`src/rtl/booth_mult_seq.sv`:
```
`default_nettype none
// ============================================================================
// Module   : booth_mult_seq
// Brief    : Sequential radix-2 Booth multiplier, signed/unsigned per operation.
// Revision : 1.0
// ============================================================================
module booth_mult_seq #(
    parameter int WIDTH = 8
) (
    input  logic                 clk,
    input  logic                 rst_n,
    input  logic                 start,
    input  logic                 tc,
    input  logic [WIDTH-1:0]     a,
    input  logic [WIDTH-1:0]     b,
    output logic                 busy,
    output logic                 done,
    output logic [2*WIDTH-1:0]   product
);

    localparam int c_W1 = WIDTH + 1;
    localparam int c_CW = $clog2(c_W1 + 1);

    typedef enum logic [1:0] {
        S_IDLE = 2'd0,
        S_ITER = 2'd1,
        S_DONE = 2'd2
    } state_t;

    state_t                 state_q, state_d;
    logic [c_W1-1:0]        m_q, m_d;
    logic [c_W1-1:0]        q_q, q_d;
    logic [c_W1:0]          a_q, a_d;
    logic                   q1_q, q1_d;
    logic [c_CW-1:0]        cnt_q, cnt_d;
    logic [2*WIDTH-1:0]     product_q, product_d;
    logic                   busy_q, busy_d;
    logic                   done_q, done_d;

    logic [c_W1:0]          w_m_ext;
    logic [c_W1:0]          w_sum;
    logic [c_W1:0]          w_a_sh;
    logic [c_W1-1:0]        w_q_sh;

    // The extra operand bit lets one signed Booth recoding serve both modes.
    assign w_m_ext = {m_q[c_W1-1], m_q};

    always_comb begin
        w_sum = a_q;
        case ({q_q[0], q1_q})
            2'b01:   w_sum = a_q + w_m_ext;
            2'b10:   w_sum = a_q - w_m_ext;
            default: w_sum = a_q;
        endcase
    end

    assign w_a_sh = {w_sum[c_W1], w_sum[c_W1:1]};
    assign w_q_sh = {w_sum[0], q_q[c_W1-1:1]};

    always_comb begin
        state_d   = state_q;
        m_d       = m_q;
        q_d       = q_q;
        a_d       = a_q;
        q1_d      = q1_q;
        cnt_d     = cnt_q;
        product_d = product_q;
        case (state_q)
            S_IDLE: begin
                if (start) begin
                    m_d     = tc ? {a[WIDTH-1], a} : {1'b0, a};
                    q_d     = tc ? {b[WIDTH-1], b} : {1'b0, b};
                    a_d     = '0;
                    q1_d    = 1'b0;
                    cnt_d   = c_CW'(c_W1);
                    state_d = S_ITER;
                end
            end
            S_ITER: begin
                a_d   = w_a_sh;
                q_d   = w_q_sh;
                q1_d  = q_q[0];
                cnt_d = cnt_q - c_CW'(1);
                if (cnt_q == c_CW'(1)) begin
                    product_d = {w_a_sh[WIDTH-2:0], w_q_sh};
                    state_d   = S_DONE;
                end
            end
            S_DONE:  state_d = S_IDLE;
            default: state_d = S_IDLE;
        endcase
        busy_d = (state_d != S_IDLE);
        done_d = (state_d == S_DONE);
    end

    always_ff @(posedge clk or negedge rst_n) begin
        if (!rst_n) begin
            state_q   <= S_IDLE;
            m_q       <= '0;
            q_q       <= '0;
            a_q       <= '0;
            q1_q      <= 1'b0;
            cnt_q     <= '0;
            product_q <= '0;
            busy_q    <= 1'b0;
            done_q    <= 1'b0;
        end else begin
            state_q   <= state_d;
            m_q       <= m_d;
            q_q       <= q_d;
            a_q       <= a_d;
            q1_q      <= q1_d;
            cnt_q     <= cnt_d;
            product_q <= product_d;
            busy_q    <= busy_d;
            done_q    <= done_d;
        end
    end

    assign busy    = busy_q;
    assign done    = done_q;
    assign product = product_q;

endmodule
`default_nettype wire

```
`config.mk`:
```
export PLATFORM = sky130hd
export DESIGN_NAME = booth_mult_seq
export DESIGN_NICKNAME = d
export VERILOG_FILES = /design/src/rtl/booth_mult_seq.sv
export SDC_FILE = /design/constraint.sdc
export NUM_CORES = 1
export LEC_CHECK = 0
export CORE_MARGIN = 2
export CORE_UTILIZATION = 30
export CTS_CLUSTER_DIAMETER = 100
export CTS_CLUSTER_SIZE = 24
export DETAILED_ROUTE_END_ITERATION = 12
export RECOVER_POWER = 100
export SKIP_CTS_REPAIR_TIMING = 1
export SYNTH_ARGS = -nofsm -noshare
export SYNTH_HDL_FRONTEND = slang
export SYNTH_SLANG_ARGS = --single-unit
```
`constraint.sdc`:
```
create_clock -name clk -period 3.1 [get_ports clk]
set_clock_uncertainty 0.15 [all_clocks]
set_input_delay 0.93 -clock clk [delete_from_list [all_inputs] [get_ports clk]]
set_output_delay 0.93 -clock clk [all_outputs]
set_load 0.03 [all_outputs]
```
== Yosys cells after proc, flatten, opt, wreduce, memory -nomap -nowiden ==
Cells that the tools add are included.

* Register bits after elaboration: 53
* Output and inout bits: 18
* Logic and storage cells: 38

* $add $sub $neg: 3
* Equal/unequal tests: 6
* Multiplexer cells: 14
* Reduce and logical (&&, ||, !) cells: 6

{| class="wikitable"
|+ Operators by type and width
! operator !! number
|-
| $pmux 10 s2 || 2
|-
| $mux 9 || 3
|-
| $pmux 9 s2 || 1
|-
| $add 10x10->10 || 1
|-
| $mux 10 || 1
|-
| $sub 10x10->10 || 1
|-
| $pmux 4 s2 || 1
|-
| $reduce_and 2->1 || 3
|-
| $eq 2x1->1 const B || 2
|-
| $eq 2x2->1 const B || 2
|-
| $eq 4x1->1 const B || 1
|-
| $mux 2 || 2
|-
| $mux 4 || 1
|-
| $pmux 2 s2 || 1
|-
| $reduce_bool 2->1 || 2
|-
| $sub 4x1->4 const B || 1
|-
| $logic_not 2->1 || 1
|-
| $ne 2x2->1 const B || 1
|-
| $pmux 1 s2 || 1
|-
| $mux 1 || 1
|}

== Longest topological paths before layout ==
* Depth in word-level cells: 4
* Gate-level depth with buffers: 12

== Worst setup path after synthesis ==
OpenSTA, ideal clock, no wires.

* Path kind: reg2reg
* From: register q1_q
* To: register product_q[14] (netlist: product[14])
* Library setup time: 0.125 ns
* Data arrival time: 2.606 ns
* Data required time: 2.825 ns
* Slack: 0.219 ns
* Cell stages (with the launch flop): 12
* Path buffers: 1
* Clock period less this slack: 2.881 ns
* Cell sequence: dfrtp_1 inv_1 ha_1 clkbuf_1 mux2_2 fa_1 nor2b_4 o31a_1 o22ai_2 xnor2_1 mux2_2 mux2_4

* Cells in the longest elaborated chain, start to end: 2
* Elaborated cells on any way between the ends: 3

{| class="wikitable"
|+ Ends and longest elaborated chain
! what !! RTL line !! text
|-
| start: declaration || 34 || <nowiki>logic q1_q, q1_d;</nowiki>
|-
| start signal: assignment || 112 || <nowiki>q1_q <= q1_d;</nowiki>
|-
| $eq 2x2->1 / $eq 2x1->1 (equally long branches) || 50 || <nowiki>case ({q_q[0], q1_q})</nowiki>
|-
| $pmux 10 s2 (*) || 50 ||
|-
| end signal: assignment || 114 || <nowiki>product_q <= product_d;</nowiki>
|-
| end: declaration || 36 || <nowiki>logic [2*WIDTH-1:0] product_q, product_d;</nowiki>
|}

Mark *: on every way between the ends. The rest lies on a longest branch, timed or not.
A chain may end at the register's enable or synchronous reset.

== Final worst setup path ==
* From: register m_q[0]
* To: register a_q[6]

* Cells in the longest elaborated chain, start to end: 3
* Elaborated cells on any way between the ends: 4

{| class="wikitable"
|+ Ends and longest elaborated chain
! what !! RTL line !! text
|-
| start: declaration || 31 || <nowiki>logic [c_W1-1:0] m_q, m_d;</nowiki>
|-
| start signal: assignment || 109 || <nowiki>m_q <= m_d;</nowiki>
|-
| $sub 10x10->10 / $add 10x10->10 (equally long branches) || 52, 51 ||
|-
| $pmux 10 s2 (*) || 50 ||
|-
| $pmux 10 s2 (*) || 68 || <nowiki>case (state_q)</nowiki>
|-
| end signal: assignment || 101 || <nowiki>a_q <= '0;</nowiki>
|-
| end signal: assignment || 111 || <nowiki>a_q <= a_d;</nowiki>
|-
| end: declaration || 33 || <nowiki>logic [c_W1:0] a_q, a_d;</nowiki>
|}

Marked as above.

==> metrics.md <==
| Metric | Value |
|---|---|
| Outcome | `finished clean` |
| FF-to-FF Start | `m_q[0]` |
| Worst Hold Class | `reg -> reg` |
| Detailed-router iteration count before antenna repair | `4` |
| Syn_nets | `326` |
| Grt ovf | `0` |
| Number of global-route vias before repair | `2139` |
| CTS H-tree lvls | `2` |
| Initial antenna violation count | `0` |
| Final Hold Fails | `0` |
| WS Path Type | `reg -> reg` |
| Slew HR | `10.7%` |
| Yosys warns | `0` |
| RSZ-0062 raised after global routing | `false` |
| Clock-pin slew on the worst setup and hold paths | `90 ps` |
| CP arrival | `3010 ps` |
| Gr usage total | `12.9%` |
| Synth Register Bits | `52` |
| Setup violations, final | `0` |
| FF+latch area | `0.00130 mm2` |
| Crit end category | `flip-flop` |
| Post-DP HPWL | `4590 um` |
| Mean Syn Cell Area | `9.50 um2` |
| FP Rows | `35` |
| Hold Path Depth | `2` |
| Largest net degree at the start of global routing | `28` |
| Reg2Reg Setup Slack | `170 ps` |
| Final Wtd Congestion | `0.872` |
| Routed wire length | `6130 um` |
| Core ar. | `0.00911 mm2` |
| Crit path time final | `2930 ps` |
| Starting Density | `30.4%` |
| Iteration-0 DRC count of the detailed router | `78` |
| Worst-Skew Late Latency | `310 ps` |
| Dpl cell area | `0.00328 mm2` |
| Fill cell count | `927` |
| Drt wl/cell | `13.9 um` |
| CTS root buffer | `clkbuf_8` |
| Via density | `4.94` |
| Worst r2r path cells | `11` |
| Pwr dens | `1280 mW/mm2` |
| I/O pin count | `38` |
| Pins over their slew limit | `0` |
| Clock sink total | `52` |
| Post-DRT Antenna Nets | `0` |
| RR Endpoint | `a_q[6]` |
| Critical Path RT | `3170 ps` |
| Fin Setup TNS | `0 ps` |
| Crit share post-route | `94.6%` |
| Longest Clk Path Bufs | `2` |
| Via count | `2182` |
| Hold path startpoint | `product[10]` |
| Synthesized area | `0.00277 mm2` |
| Width of the die | `100 um` |
| Final Util | `36.9%` |
| Antenna Cells | `0` |
| Peak Freq | `0.341 GHz` |
| Max Cap Viol | `0` |
| Area growth from synthesis to layout | `21.1%` |
| Crit Path Max Fanout | `5` |
| Synth cell types | `42` |
| Leakage | `1.49 nW` |
| CTS tree | `built` |
| WHS Endpoint | `product[10]` |
| Die height | `100 um` |
| Peak VDD IR | `0.393 mV` |
| DRC Markers | `0` |
| CTS buffer count | `5` |
| Worst Setup Start Kind | `flip-flop` |
| Multi-input logic area | `0.00134 mm2` |
| Ratio of cells with drive above 1 in the final layout | `6.95%` |
| Least-Margin Pin Slew | `1340 ps` |
| Seq/Total Area, Yosys | `46.9%` |
| Die ar. | `0.0100 mm2` |
| First-pass GRT wire length | `10400 um` |
| Design area | `0.00336 mm2` |
| Synthesized instance count | `292` |
| Port Buffers | `37` |
| Nets | `364` |
## metal layers
metal,vias to the layer above,wire length (um),track usage [%],share of wire (%)
met5,-,0,0,0
met4,0,144,4.95,2.3
met3,9,152,2.02,2.5
met2,40,2980,20.7,49
met1,1045,2850,17.7,47
li1,1088,-,-,-
## worst max path at each step
stage	startpoint	end	slack [ps]	depth (start not counted)
after floorplan	q1_q	product[14]	220	11
after global placement	m_q[1]	a_q[8]	250	12
after detailed placement	m_q[0]	a_q[8]	140	12
after CTS	m_q[0]	a_q[8]	100	12
after global routing	m_q[0]	a_q[6]	20	11
final	m_q[0]	a_q[6]	170	11
## logic make-up (layout without fill, tap and decap cells)
kind of cell               after synthesis  count (layout)  synth area share (%)
buffers and inverters                   29              68                  4.51
and+or+nand+nor                         91              91                  15.6
adders and majority gates               14              14                  6.59
muxes                                   11              11                  4.51
xor gates and xnor gates                11              11                  3.97
AOI/OAI and AO/OA                       84              84                  17.9
DFF                                     52              52                  46.9
## cells in the mapped netlist (all sizes together)
| cell | instances | area, um2 |
|---|---|---|
| o21ai | 31 | 155 |
| inv | 16 | 60.1 |
| xnor2 | 10 | 87.6 |
| nand4b | 1 | 8.76 |
| a311oi | 1 | 8.76 |
| buf | 4 | 25.0 |
| nand3 | 2 | 10.0 |
| a2111oi | 1 | 8.76 |
| o211ai | 4 | 30.0 |
| nor2 | 10 | 37.5 |
| a31oi | 2 | 12.5 |
| xnor3 | 1 | 22.5 |
| dfrtp | 52 | 1300 |
| a22o | 1 | 8.76 |
| nor2b | 14 | 95.1 |
| ha | 13 | 163 |
| clkbuf | 8 | 30.0 |
| nand2b | 3 | 18.8 |
| o32ai | 1 | 8.76 |
| o31a | 1 | 8.76 |
| nor3 | 4 | 20.0 |
| or2 | 2 | 12.5 |
| mux2 | 9 | 105 |
| nor3b | 2 | 15.0 |
| fa | 1 | 20.0 |
| o21a | 1 | 7.51 |
| a22oi | 8 | 60.1 |
| clkdlybuf4s15 | 1 | 10.0 |
| a32oi | 2 | 17.5 |
| nor4 | 2 | 18.8 |
| and2b | 1 | 8.76 |
| nand2 | 50 | 188 |
| a21oi | 26 | 130 |
| mux2i | 2 | 20.0 |
| o22ai | 4 | 31.3 |
| a211oi | 1 | 7.51 |
## cell usage in the layout (no fill, tap or decap), types with 2 or more instances in the layout
master           Yosys  final
mux2i_1              2      2
nor2b_1             13     14
o22ai_1              3      4
nand2b_1             3      3
inv_1               15     16
mux2_2               8      7
nor3b_1              2      2
a21oi_1             26     25
nor3_1               4      4
clkdlybuf4s50_1      0     17
nand2_1             50     50
xnor2_1             10     10
o21ai_0             31     31
dfrtp_1             52     52
ha_1                13     13
o211ai_1             4      4
nor2_1              10     10
a32oi_1              2      2
clkbuf_8             0      6
nand3_1              2      2
a31oi_1              2      2
a22oi_1              8      8
buf_4                2      2
clkbuf_1             8      5
dlygate4sd3_1        0     19
## metrics by stage
stage	power (W)	setup WS [ps]	hold slack [ps]	cells
final	0.00429	167	325	442
after global routing	0.00467	19.2	355	442
after CTS	0.00443	104	343	442
after detailed placement	0.00392	140	318	434
after global placement	0.00386	250	313	434
after floorplan	0.00323	219	296	292
## final cells by class
type                            count  area share, %
Multi-Input combinational cell    211           39.8
Timing Repair Buffer               44           11.9
Tap cell                          111           4.14
Clock buffer                        6           2.46
Clock inverter                      2           1.16
Sequential cell                    52           38.8
Inverter                           16           1.79
## flip-flops by register name, summed over array words and instances (netlist names)
| register | flops |
|---|---|
| a_q | 9 |
| q_q | 9 |
| product | 16 |
| done | 1 |
| cnt_q | 4 |
| q1_q | 1 |
| state_q | 2 |
| busy | 1 |
| m_q | 9 |
## critical path, cell delays in order, from the launching register on
cell      delay [ps]
dfrtp_1          410
inv_1             80
ha_1             160
nor2b_1          220
a21oi_1          120
xnor2_1          250
ha_1             350
a21oi_2          210
mux2_2           350
o21ai_0          200
o211ai_1         180
o21ai_0          170
## power breakdown
part | internal [W] | switching (W)
combinational | 0.00114 | 0.00142
sequential | 0.000986 | 0.000254
clock | 0.000264 | 0.000227
Power figures use the tool's default switching activity.
